File: src/rtl/mul_sequencer_if.sv
// Bus bundle for the multiply sequencer: issue request, multiplier core link and writeback result.
// The slave modport is the sequencer's view; the master modport is the surrounding pipeline and core.
interface mul_sequencer_if;
  localparam int unsigned DW = 32;
  localparam int unsigned PW = 64;

  // Issue stage request
  logic          in_valid;
  logic          in_ready;
  logic          in_signed;
  logic [DW-1:0] in_a;
  logic [DW-1:0] in_b;

  // Iterative multiplier core
  logic          core_reset;
  logic [DW-1:0] core_a;
  logic [DW-1:0] core_b;
  logic [PW-1:0] core_product;
  logic          core_ready;

  // Writeback result
  logic          out_valid;
  logic          out_ready;
  logic [DW-1:0] out_hi;
  logic [DW-1:0] out_lo;
  logic          out_err;

  modport slave (
    input  in_valid, in_signed, in_a, in_b,
    input  core_product, core_ready,
    input  out_ready,
    output in_ready,
    output core_reset, core_a, core_b,
    output out_valid, out_hi, out_lo, out_err
  );

  modport master (
    output in_valid, in_signed, in_a, in_b,
    output core_product, core_ready,
    output out_ready,
    input  in_ready,
    input  core_reset, core_a, core_b,
    input  out_valid, out_hi, out_lo, out_err
  );
endinterface

File: src/rtl/mul_sequencer.sv
// Issue/writeback controller for the iterative 32x32 multiplier core: feeds operand
// magnitudes to the core, sign-corrects its product and hands {hi,lo} to writeback.
module mul_sequencer #(
  parameter int unsigned TIMEOUT     = 64,
  parameter bit          ZERO_BYPASS = 1'b1
) (
  input  logic            clk,
  input  logic            reset,
  mul_sequencer_if.slave  bus
);

  localparam int unsigned DW = 32;
  localparam int unsigned PW = 64;
  localparam int unsigned CW = $clog2(TIMEOUT + 1);

  typedef enum logic [2:0] {
    S_IDLE,
    S_CLEAR,
    S_RUN,
    S_FIX,
    S_DONE
  } state_e;

  state_e        state_q, state_d;
  logic [CW-1:0] cnt_q, cnt_d;
  logic          neg_q, neg_d;
  logic [PW-1:0] prod_q, prod_d;
  logic [DW-1:0] core_a_q, core_a_d;
  logic [DW-1:0] core_b_q, core_b_d;
  logic [DW-1:0] hi_q, hi_d;
  logic [DW-1:0] lo_q, lo_d;
  logic          err_q, err_d;
  logic          in_ready_q;
  logic          out_valid_q;
  logic          core_reset_q;

  logic          accept_c;
  logic          zero_op_c;
  logic [PW-1:0] fixed_c;

  // Two's-complement magnitude; 0x80000000 maps to itself, which the unsigned core accepts.
  function automatic logic [DW-1:0] mag(input logic [DW-1:0] v, input logic s);
    mag = (s && v[DW-1]) ? DW'(~v + 1'b1) : v;
  endfunction

  assign accept_c  = in_ready_q & bus.in_valid;
  assign zero_op_c = (bus.in_a == '0) || (bus.in_b == '0);
  assign fixed_c   = neg_q ? PW'(~prod_q + 64'd1) : prod_q;

  // Next-state and datapath decode
  always_comb begin
    state_d  = state_q;
    cnt_d    = cnt_q;
    neg_d    = neg_q;
    prod_d   = prod_q;
    core_a_d = core_a_q;
    core_b_d = core_b_q;
    hi_d     = hi_q;
    lo_d     = lo_q;
    err_d    = err_q;

    case (state_q)
      S_IDLE: begin
        if (accept_c) begin
          neg_d    = bus.in_signed & (bus.in_a[DW-1] ^ bus.in_b[DW-1]);
          core_a_d = mag(bus.in_a, bus.in_signed);
          core_b_d = mag(bus.in_b, bus.in_signed);
          cnt_d    = '0;
          if (ZERO_BYPASS && zero_op_c) begin
            hi_d    = '0;
            lo_d    = '0;
            err_d   = 1'b0;
            state_d = S_DONE;
          end else begin
            state_d = S_CLEAR;
          end
        end
      end

      S_CLEAR: begin
        cnt_d   = '0;
        state_d = S_RUN;
      end

      S_RUN: begin
        cnt_d = CW'(cnt_q + 1'b1);
        if (bus.core_ready) begin
          prod_d  = bus.core_product;
          state_d = S_FIX;
        end else if (cnt_d == CW'(TIMEOUT)) begin
          // Core never answered: abort with a zero result flagged as error.
          prod_d  = '0;
          hi_d    = '0;
          lo_d    = '0;
          err_d   = 1'b1;
          state_d = S_DONE;
        end
      end

      S_FIX: begin
        hi_d    = fixed_c[PW-1:DW];
        lo_d    = fixed_c[DW-1:0];
        err_d   = 1'b0;
        state_d = S_DONE;
      end

      S_DONE: begin
        if (out_valid_q && bus.out_ready) begin
          hi_d    = '0;
          lo_d    = '0;
          err_d   = 1'b0;
          state_d = S_IDLE;
        end
      end

      default: begin
        state_d = S_IDLE;
      end
    endcase
  end

  // State and registered outputs; handshake flags follow the next state so they are Moore.
  always_ff @(posedge clk) begin
    if (!reset) begin
      state_q      <= S_IDLE;
      cnt_q        <= '0;
      neg_q        <= 1'b0;
      prod_q       <= '0;
      core_a_q     <= '0;
      core_b_q     <= '0;
      hi_q         <= '0;
      lo_q         <= '0;
      err_q        <= 1'b0;
      in_ready_q   <= 1'b1;
      out_valid_q  <= 1'b0;
      core_reset_q <= 1'b1;
    end else begin
      state_q      <= state_d;
      cnt_q        <= cnt_d;
      neg_q        <= neg_d;
      prod_q       <= prod_d;
      core_a_q     <= core_a_d;
      core_b_q     <= core_b_d;
      hi_q         <= hi_d;
      lo_q         <= lo_d;
      err_q        <= err_d;
      in_ready_q   <= (state_d == S_IDLE);
      out_valid_q  <= (state_d == S_DONE);
      core_reset_q <= (state_d != S_RUN);
    end
  end

  assign bus.in_ready   = in_ready_q;
  assign bus.core_reset = core_reset_q;
  assign bus.core_a     = core_a_q;
  assign bus.core_b     = core_b_q;
  assign bus.out_valid  = out_valid_q;
  assign bus.out_hi     = hi_q;
  assign bus.out_lo     = lo_q;
  assign bus.out_err    = err_q;

endmodule

File: src/flat_wrapper.sv
// flat-port wrapper written by rule: the top's interface ports become plain ports
module mul_sequencer_flat 
#(
  parameter int unsigned TIMEOUT     = 64,
  parameter bit          ZERO_BYPASS = 1'b1
)
  (clk, reset, bus_in_valid, bus_in_signed, bus_in_a, bus_in_b, bus_core_product, bus_core_ready, bus_out_ready, bus_in_ready, bus_core_reset, bus_core_a, bus_core_b, bus_out_valid, bus_out_hi, bus_out_lo, bus_out_err);
  mul_sequencer_if bus_i ();
  input  logic clk;
  input  logic reset;
  input wire logic [$bits(bus_i.in_valid)-1:0] bus_in_valid;
  input wire logic [$bits(bus_i.in_signed)-1:0] bus_in_signed;
  input wire logic [$bits(bus_i.in_a)-1:0] bus_in_a;
  input wire logic [$bits(bus_i.in_b)-1:0] bus_in_b;
  input wire logic [$bits(bus_i.core_product)-1:0] bus_core_product;
  input wire logic [$bits(bus_i.core_ready)-1:0] bus_core_ready;
  input wire logic [$bits(bus_i.out_ready)-1:0] bus_out_ready;
  output wire logic [$bits(bus_i.in_ready)-1:0] bus_in_ready;
  output wire logic [$bits(bus_i.core_reset)-1:0] bus_core_reset;
  output wire logic [$bits(bus_i.core_a)-1:0] bus_core_a;
  output wire logic [$bits(bus_i.core_b)-1:0] bus_core_b;
  output wire logic [$bits(bus_i.out_valid)-1:0] bus_out_valid;
  output wire logic [$bits(bus_i.out_hi)-1:0] bus_out_hi;
  output wire logic [$bits(bus_i.out_lo)-1:0] bus_out_lo;
  output wire logic [$bits(bus_i.out_err)-1:0] bus_out_err;
  assign bus_i.in_valid = bus_in_valid;
  assign bus_i.in_signed = bus_in_signed;
  assign bus_i.in_a = bus_in_a;
  assign bus_i.in_b = bus_in_b;
  assign bus_i.core_product = bus_core_product;
  assign bus_i.core_ready = bus_core_ready;
  assign bus_i.out_ready = bus_out_ready;
  assign bus_in_ready = bus_i.in_ready;
  assign bus_core_reset = bus_i.core_reset;
  assign bus_core_a = bus_i.core_a;
  assign bus_core_b = bus_i.core_b;
  assign bus_out_valid = bus_i.out_valid;
  assign bus_out_hi = bus_i.out_hi;
  assign bus_out_lo = bus_i.out_lo;
  assign bus_out_err = bus_i.out_err;
  mul_sequencer #(.TIMEOUT(TIMEOUT), .ZERO_BYPASS(ZERO_BYPASS)) u_core (.clk(clk), .reset(reset), .bus(bus_i));
endmodule
File: config.mk
export PLATFORM = sky130hd
export DESIGN_NAME = mul_sequencer_flat
export DESIGN_NICKNAME = d
export VERILOG_FILES = /design/src/rtl/mul_sequencer_if.sv /design/src/rtl/mul_sequencer.sv /design/src/flat_wrapper.sv
export SDC_FILE = /design/constraint.sdc
export NUM_CORES = 1
export LEC_CHECK = 0
export CAP_MARGIN = 20
export CORE_ASPECT_RATIO = 1.4
export CORE_MARGIN = 2
export CORE_UTILIZATION = 49
export DETAILED_ROUTE_END_ITERATION = 7
export PLACE_DENSITY = 0.82
export SLEW_MARGIN = 25
export SYNTH_ARGS = -nofsm -noshare
export SYNTH_HDL_FRONTEND = slang
export SYNTH_SLANG_ARGS = --single-unit
export TNS_END_PERCENT = 20
File: constraint.sdc
create_clock -name clk -period 3.59 [get_ports clk]
set_clock_uncertainty 0.05 [all_clocks]
set_input_delay 0.718 -clock clk [delete_from_list [all_inputs] [get_ports clk]]
set_output_delay 0.718 -clock clk [all_outputs]
set_load 0.05 [all_outputs]
==> After elaboration in Yosys (flattened, before gate mapping) <==
Index checks and enable logic that the tools add are counted.
{ "classes": {"n_addsub": 4, "n_eq_ne": 12, "mux": 26, "bitwise": 6, "n_reduce_logical": 15} }
{ "op_table": {"columns": ["op", "count"], "rows": [
  ["$pmux W32 S4", 2],
  ["$mux W32", 7],
  ["$mux W64", 3],
  ["$add A32 B1 Y32 const B", 2],
  ["$add A64 B1 Y64 const B", 1],
  ["$logic_not A32 Y1", 2],
  ["$not A32 Y32", 2],
  ["$not A64 Y64", 1],
  ["$pmux W7 S3", 1],
  ["$mux W3", 5],
  ["$pmux W3 S5", 1],
  ["$ne A2 B1 Y1 const B", 4],
  ["$add A7 B1 Y7 const B", 1],
  ["$eq A7 B7 Y1 const B", 1],
  ["$mux W7", 1],
  ["$eq A3 B2 Y1 const B", 2],
  ["$eq A3 B3 Y1 const B", 2],
  ["$logic_not A3 Y1", 2],
  ["$reduce_and A2 Y1", 3],
  ["$reduce_and A6 Y1", 1],
  ["$mux W1", 5],
  ["$pmux W1 S4", 1],
  ["$reduce_bool A4 Y1", 1],
  ["$eq A3 B1 Y1 const B", 1],
  ["other kinds (8)", 11]
]} }
{ "totals": {"reg_bits": 207, "out_inout_bits": 132} }

==> Logic depth before layout (Yosys ltp) <==
Gate-level depths: netlist of the first run.
{ "depth": {"ltp_word": 6, "depth_mapped": 9} }

==> Least setup slack after synthesis of the first run <==
OpenSTA, ideal clock, no wires.
{ "synth_path": {"kind": "input to register", "startpoint": "input bus_in_b[11]", "endpoint": "register u_core.hi_q[21], in the netlist u_core.bus.out_hi[21]", "setup_ns": 0.134, "arrival_ns": 2.740, "t_required_ns": 3.406, "setup_slack_ns": 0.667, "path_stages": 7, "path_buffers": 1, "path_cell_list": "or4_1 > nor4_4 > nand4_1 > o41a_1 > a21oi_4 > buf_2 > o22ai_1"} }
{ "synth_between": {"elab_chain_cells": 4} }
{ "synth_rtl": {"columns": ["element", "line_no", "source"], "rows": [
  ["from (decl)", "flat_wrapper.sv:14", "input wire logic [$bits(bus_i.in_b)-1:0] bus_in_b;"],
  ["$logic_not A32 Y1", "mul_sequencer.sv:47", "assign zero_op_c = (bus.in_a == '0) || (bus.in_b == '0);"],
  ["$logic_or A1 B1 Y1", "mul_sequencer.sv:47", null],
  ["$ne A2 B1 Y1 (no source line)", null, null],
  ["$reduce_and A6 Y1 (no source line)", null, null],
  ["to (signal assigned)", "mul_sequencer.sv:144", "hi_q <= hi_d;"],
  ["to (decl)", "mul_sequencer.sv:30", "logic [DW-1:0] hi_q, hi_d;"]
]} }
Every way passes these cells.
A chain may end at the register's enable or synchronous reset.

==> Worst setup path in the final report of the first run <==
{ "layout_path": {"startpoint": "input bus_in_b[19]", "endpoint": "register u_core.hi_q[25], in the netlist u_core.bus.out_hi[25]"} }
The elaborated chain is that of the path after synthesis.

==> qor.csv, run 1 <==
metric,value,unit
h-tree-depth,1,
top_usage_layer,met2,
ys_warn_count,0,
final_util,0.695,
synth_nets,1280,
start_util,0.502,
clock.fmax,321,MHz
arrival,3.44,ns
dp_cells,1607,
synth_cell_type_count,49,
design_area,0.0134,mm^2
clock_sinks,207,
cts_tree,yes,
fin_crit,3.11,ns
synth_common_cells,"207 x dfxtp_1, 146 x nor2_1, 100 x nand2_1",
status,"finished, final reports clean",
worstHoldPathCells,2,
netlist_instances,1142,
grt_pass1_vias,9154,
fin_ws,0.480,ns
overflow,0,
clk_pin_slew,0.06,ns
setup_viol,0,
synth_area,0.00969,mm^2
clockBufferDepth,3,
path_class,input port to flop,
wl_per_cell,17.5,um
drtAntennaViolNets,0,
avgViaCountPerCell,5.86,
clkLatencyLatePin,0.50,ns
met2_usage,0.472,
synthTopCellsByArea,"dfxtp_1 43%, xor2_1 8.2%, nor2_1 5.7%",
final_nets,1521,
grt_setup_unrepaired,false,
cap_violations,0,
hold_violations,0,
hp-class,flop to flop,
drt_iter0_drc,738,
ios,266,
place_hpwl,19.8,mm
seqCellArea,0.00415,mm^2
max-vdd-ir-drop,384,uV
ff2ff_setup_slack,0.50,ns
rr_endpoint,u_core.bus.out_hi[24],
fillers,1562,
cp.required,3.92,ns
vias,9665,
critPathLaunchType,input port,
pre_cts_slack,-0.0208,ns
power_density,474,mW/mm^2
area_delta_synth_final,38.5,%
wirelength,28.9,mm
worstPathMaxFanout,39,
ys.flop_type,dfxtp_1,
drive_gt1_frac,0.0644,
die_area,0.0209,mm^2
reg2reg_depth,6,
finalPower,6.36,mW
syn_area_per_cell,8.48,um^2
cts_setup_buffers,0,
tightest_slew,0.727,ns
p_leak,4.80,nW
port_buffers,265,
core_area,0.0193,mm^2
use_met3,0.0590,
cts_buffers,22,
grt_max_degree,103,
fp.dieH,170,um
synth.most_common_cell,dfxtp_1,
timing.rr.start,u_core.prod_q[23],
use_met1,0.298,
placed_cell_area,0.0127,mm^2
yosys.area.top_type,dfxtp_1,
hold_start,u_core.bus.core_b[31],
postCtsResizedCells,0,
gp_congestion,0.861,
setup_tns,0,ns
fp-row-count,60,
drv_slew,0,
hold_end,u_core.bus.core_b[31],
holdWs,0.408,ns
yosysSeqAreaShare,0.428,
root_buffer,clkbuf_16,
finalCritPeriodShare,0.866,
synth_top_cell_area_share,0.428,
synth_edf_count,0,
final_cells,1650,
antenna_found_initial,4,
ys_ff_latch,207,
postCtsHoldBufs,0,
die_w,123,um
slew_headroom,0.515,
multi_input_area,0.00520,mm^2
synthArstFlopShare,0,
grt_usage,0.264,
drcViolationCount,0,
grt_pass1_wl,45.2,mm
dr.pass1.iters,5,
critPathCaptureType,flop,
flip-flops by register name, summed over array words and instances, names as in the netlist:
signal	cells
u_core.neg_q	1
u_core.bus.out_lo	32
u_core.prod_q	64
u_core.bus.out_hi	32
u_core.bus.core_a	32
u_core.bus.core_reset	1
u_core.cnt_q	7
u_core.bus.out_valid	1
u_core.bus.core_b	32
u_core.bus.out_err	1
u_core.state_q	3
u_core.bus.in_ready	1
layout by cell type (no fill, tap or decap), types with 10 or more instances in the layout:
master	instances
nand3_1	11
buf_4	33
clkbuf_16	23
a22oi_1	65
o22ai_1	62
clkdlybuf4s50_1	264
inv_1	10
nor4_1	19
o41ai_1	22
nand2_1	100
nor3_1	16
a21oi_1	39
xor2_1	91
o21ai_0	55
or3_1	12
nor2_1	146
or4_1	12
xnor2_1	27
dfxtp_1	206
a211oi_1	40
o31ai_1	41
cell type report:
type,instances,share of cell area
Tap cell,248,0.0231
Sequential cell,207,0.309
Timing Repair Buffer,302,0.223
Clock buffer,33,0.0509
Antenna cell,4,0.000746
Multi-Input combinational cell,839,0.388
Inverter,11,0.00326
Clock inverter,6,0.00252
how the worst max path moves through the flow:
stage	endpoint	slack (ns)	depth (start not counted)	from
after floorplan	u_core.bus.out_hi[21]	0.67	7	bus_in_b[11]
after global placement	u_core.bus.out_hi[29]	0.008	9	bus_in_b[19]
after detailed placement	u_core.bus.out_hi[23]	-0.02	9	bus_in_b[19]
after CTS	u_core.bus.out_hi[25]	0.49	9	bus_in_b[19]
after global routing	u_core.bus.out_hi[18]	0.34	9	bus_in_b[19]
final	u_core.bus.out_hi[25]	0.48	9	bus_in_b[19]
layer usage:
metal / wire length [um] / vias to the layer above
met5: 0 / -
met4: 999 / 0
met3: 2120 / 66
met2: 14800 / 342
met1: 11000 / 4587
li1: - / 4670
power breakdown:
group	switching, mW	internal, mW	total (mW)
clock network	0.929	1.31	2.24
logic	1.01	0.577	1.59
registers	0.0992	2.43	2.53
total	2.04	4.32	6.36
logic make-up after synthesis:
group,share of synthesized area
flip-flops,0.428
buffers and inverters,0.0380
AND/OR/NAND/NOR,0.172
adder cells (fa/ha/maj),0.00517
multiplexers,0.00827
AO/OA/AOI/OAI,0.242
XOR/XNOR,0.107
critical path, stage by stage:
cell             delay, ns
clkdlybuf4s50_1       0.42
or4_1                 0.60
nor4_1                0.28
buf_4                 0.19
nand4_1               0.13
o41a_1                0.50
a21oi_4               0.23
buf_12                0.23
o22ai_1               0.13
(Power assumes the default switching activity.)
==> inputs of run 2 (changes only) <==
--- a/config.mk
+++ b/config.mk
@@ -5,10 +5,11 @@
 export SDC_FILE = /design/constraint.sdc
 export NUM_CORES = 1
 export LEC_CHECK = 0
+export ABC_AREA = 1
 export CAP_MARGIN = 20
 export CORE_ASPECT_RATIO = 1.4
 export CORE_MARGIN = 2
-export CORE_UTILIZATION = 49
+export CORE_UTILIZATION = 51
 export DETAILED_ROUTE_END_ITERATION = 7
 export PLACE_DENSITY = 0.82
 export SLEW_MARGIN = 25
==> qor.csv, run 2 <==
metric,value,unit
syn_area_per_cell,6.27,um^2
die_area,0.0238,mm^2
arrival,3.14,ns
yosys.area.top_type,dfxtp_1,
ios,266,
synth_edf_count,0,
cap_violations,0,
synth_top_cell_area_share,0.360,
grt_pass1_wl,60.3,mm
hold_start,u_core.bus.out_lo[19],
p_leak,6.60,nW
ys_ff_latch,207,
drive_gt1_frac,0.0368,
top_register,u_core.prod_q,
synth_cell_type_count,34,
setup_tns,0,ns
fin_crit,2.75,ns
h-tree-depth,1,
grt_pass1_vias,12256,
root_buffer,clkbuf_16,
setup_viol,0,
finalPower,9.82,mW
vias,12784,
ys.flop_type,dfxtp_1,
most-common-layout-cells,"510 x nand2_1, 264 x clkdlybuf4s50_1, 223 x nor2_1",
final_util,0.675,
cts_buffers,21,
critPathLaunch,bus_in_b[0],
final_nets,2186,
clock.fmax,364,MHz
netlist_instances,1834,
max-vdd-ir-drop,462,uV
synth.most_common_cell,nand2_1,
core_area,0.0224,mm^2
grt_usage,0.315,
holdWs,0.408,ns
drv_slew,0,
worstPathMaxFanout,66,
dr.pass1.iters,7,
clk_pin_slew,0.06,ns
synth_nets,1972,
place_hpwl,28.3,mm
fp-row-count,65,
timing.rr.start,u_core.state_q[1],
path_class,input port to flop,
synth_area,0.0115,mm^2
critPathLaunchType,input port,
gp_congestion,0.958,
synthArstFlopShare,0,
finalCritPeriodShare,0.766,
synth_common_cells,"510 x nand2_1, 225 x nor2_1, 211 x nand3_1",
final_cells,2364,
design_area,0.0151,mm^2
hp-class,flop to flop,
final_common_cell,nand2_1,
clockBufferDepth,3,
antenna_found_initial,4,
status,"finished, final reports clean",
slew_headroom,0.318,
grt_max_degree,117,
dp_cells,2326,
ys_warn_count,0,
synthTopCellsByArea,"dfxtp_1 36%, nand2_1 17%, nand3_1 9.2%",
critPathCaptureType,flop,
largest_register_ffs,64,
postCtsHoldBufs,0,
cts_setup_buffers,0,
wl_per_cell,16.1,um
overflow,0,
power_density,651,mW/mm^2
clock_sinks,207,
drt_iter0_drc,853,
drtAntennaViolNets,0,
grt_setup_unrepaired,false,
drcViolationCount,0,
cts_tree,yes,
wirelength,38.0,mm
placed_cell_area,0.0143,mm^2
area_delta_synth_final,31.1,%
pre_cts_slack,0.372,ns
yosysSeqAreaShare,0.360,
port_buffers,265,
hold_violations,0,
die_w,131,um
fin_ws,0.840,ns
start_util,0.514,
antenna_cells,0,
avgViaCountPerCell,5.41,
postCtsResizedCells,0,
cp.required,3.98,ns
clkLatencyLatePin,0.51,ns
tightest_slew,1.02,ns
fp.dieH,182,um
run 2: cell count changes after synthesis, moves of 40 or more:
| cell | previous run | this run |
|---|---|---|
| nor2_1 | 146 | 225 |
| inv_1 | 10 | 159 |
| a22oi_1 | 65 | 0 |
| a21oi_1 | 39 | 191 |
| nand2_1 | 100 | 510 |
| o22ai_1 | 62 | 0 |
| a211oi_1 | 40 | 0 |
| xor2_1 | 91 | 43 |
| o31ai_1 | 41 | 0 |
| nand3_1 | 12 | 211 |
run 2: power breakdown:
part           switching (mW)  internal (mW)  total (mW)  leakage, nW
Clock                   0.925           1.52        2.45        0.372
Combinational            3.10           1.41        4.51         4.54
Sequential              0.254           2.61        2.86         1.68
run 2: path summary, 6_finish.rpt:
check / endpoint / slack (ns) / cells past startpoint
worst max register to register: u_core.bus.out_lo[24] / 0.89 / 10
worst min register to register: u_core.bus.out_lo[19] / 0.41 / 2
worst max-delay path: u_core.bus.out_lo[24] / 0.84 / 15
worst min-delay path: u_core.bus.out_lo[19] / 0.41 / 2
run 2: area by class of cell:
class	count	area, um^2
Clock inverter	9	179
Fill cell	2001	7280
Tap cell	301	377
Sequential cell	207	4150
Inverter	166	626
Timing Repair Buffer	279	2790
Clock buffer	29	596
Multi-Input combinational cell	1373	6380
run 2: critical path, stage by stage:
cell and delay, ns:
clkdlybuf4s50_1 0.45, inv_1 0.07, ha_1 0.21, nand2_1 0.09
nor2_2 0.06, nand2_1 0.10, nor2_2 0.07, nand2_1 0.15
nand2_1 0.10, nand2_1 0.09, nand2_1 0.06, nand3_2 0.07
buf_4 0.55, nand2_1 0.15, a21oi_1 0.18
run 2: cell families (layout without fill, tap and decap cells):
logic type / after synthesis / after routing / synth area share
adders and majority gates: 4 / 4 / 0.00435
AOI/OAI and AO/OA: 329 / 329 / 0.154
xor gates and xnor gates: 46 / 46 / 0.0350
DFF: 207 / 207 / 0.360
buffers and inverters: 254 / 483 / 0.0883
and+or+nand+nor: 994 / 994 / 0.358
run 2: per-layer routing:
metal	vias up	share of wire	wire, um	GRT usage
met4	6	0.049	1880	0.144
li1	6359	-	-	-
met5	-	0.0011	41	0
met2	498	0.51	19400	0.570
met3	107	0.077	2940	0.0793
met1	5814	0.36	13800	0.338
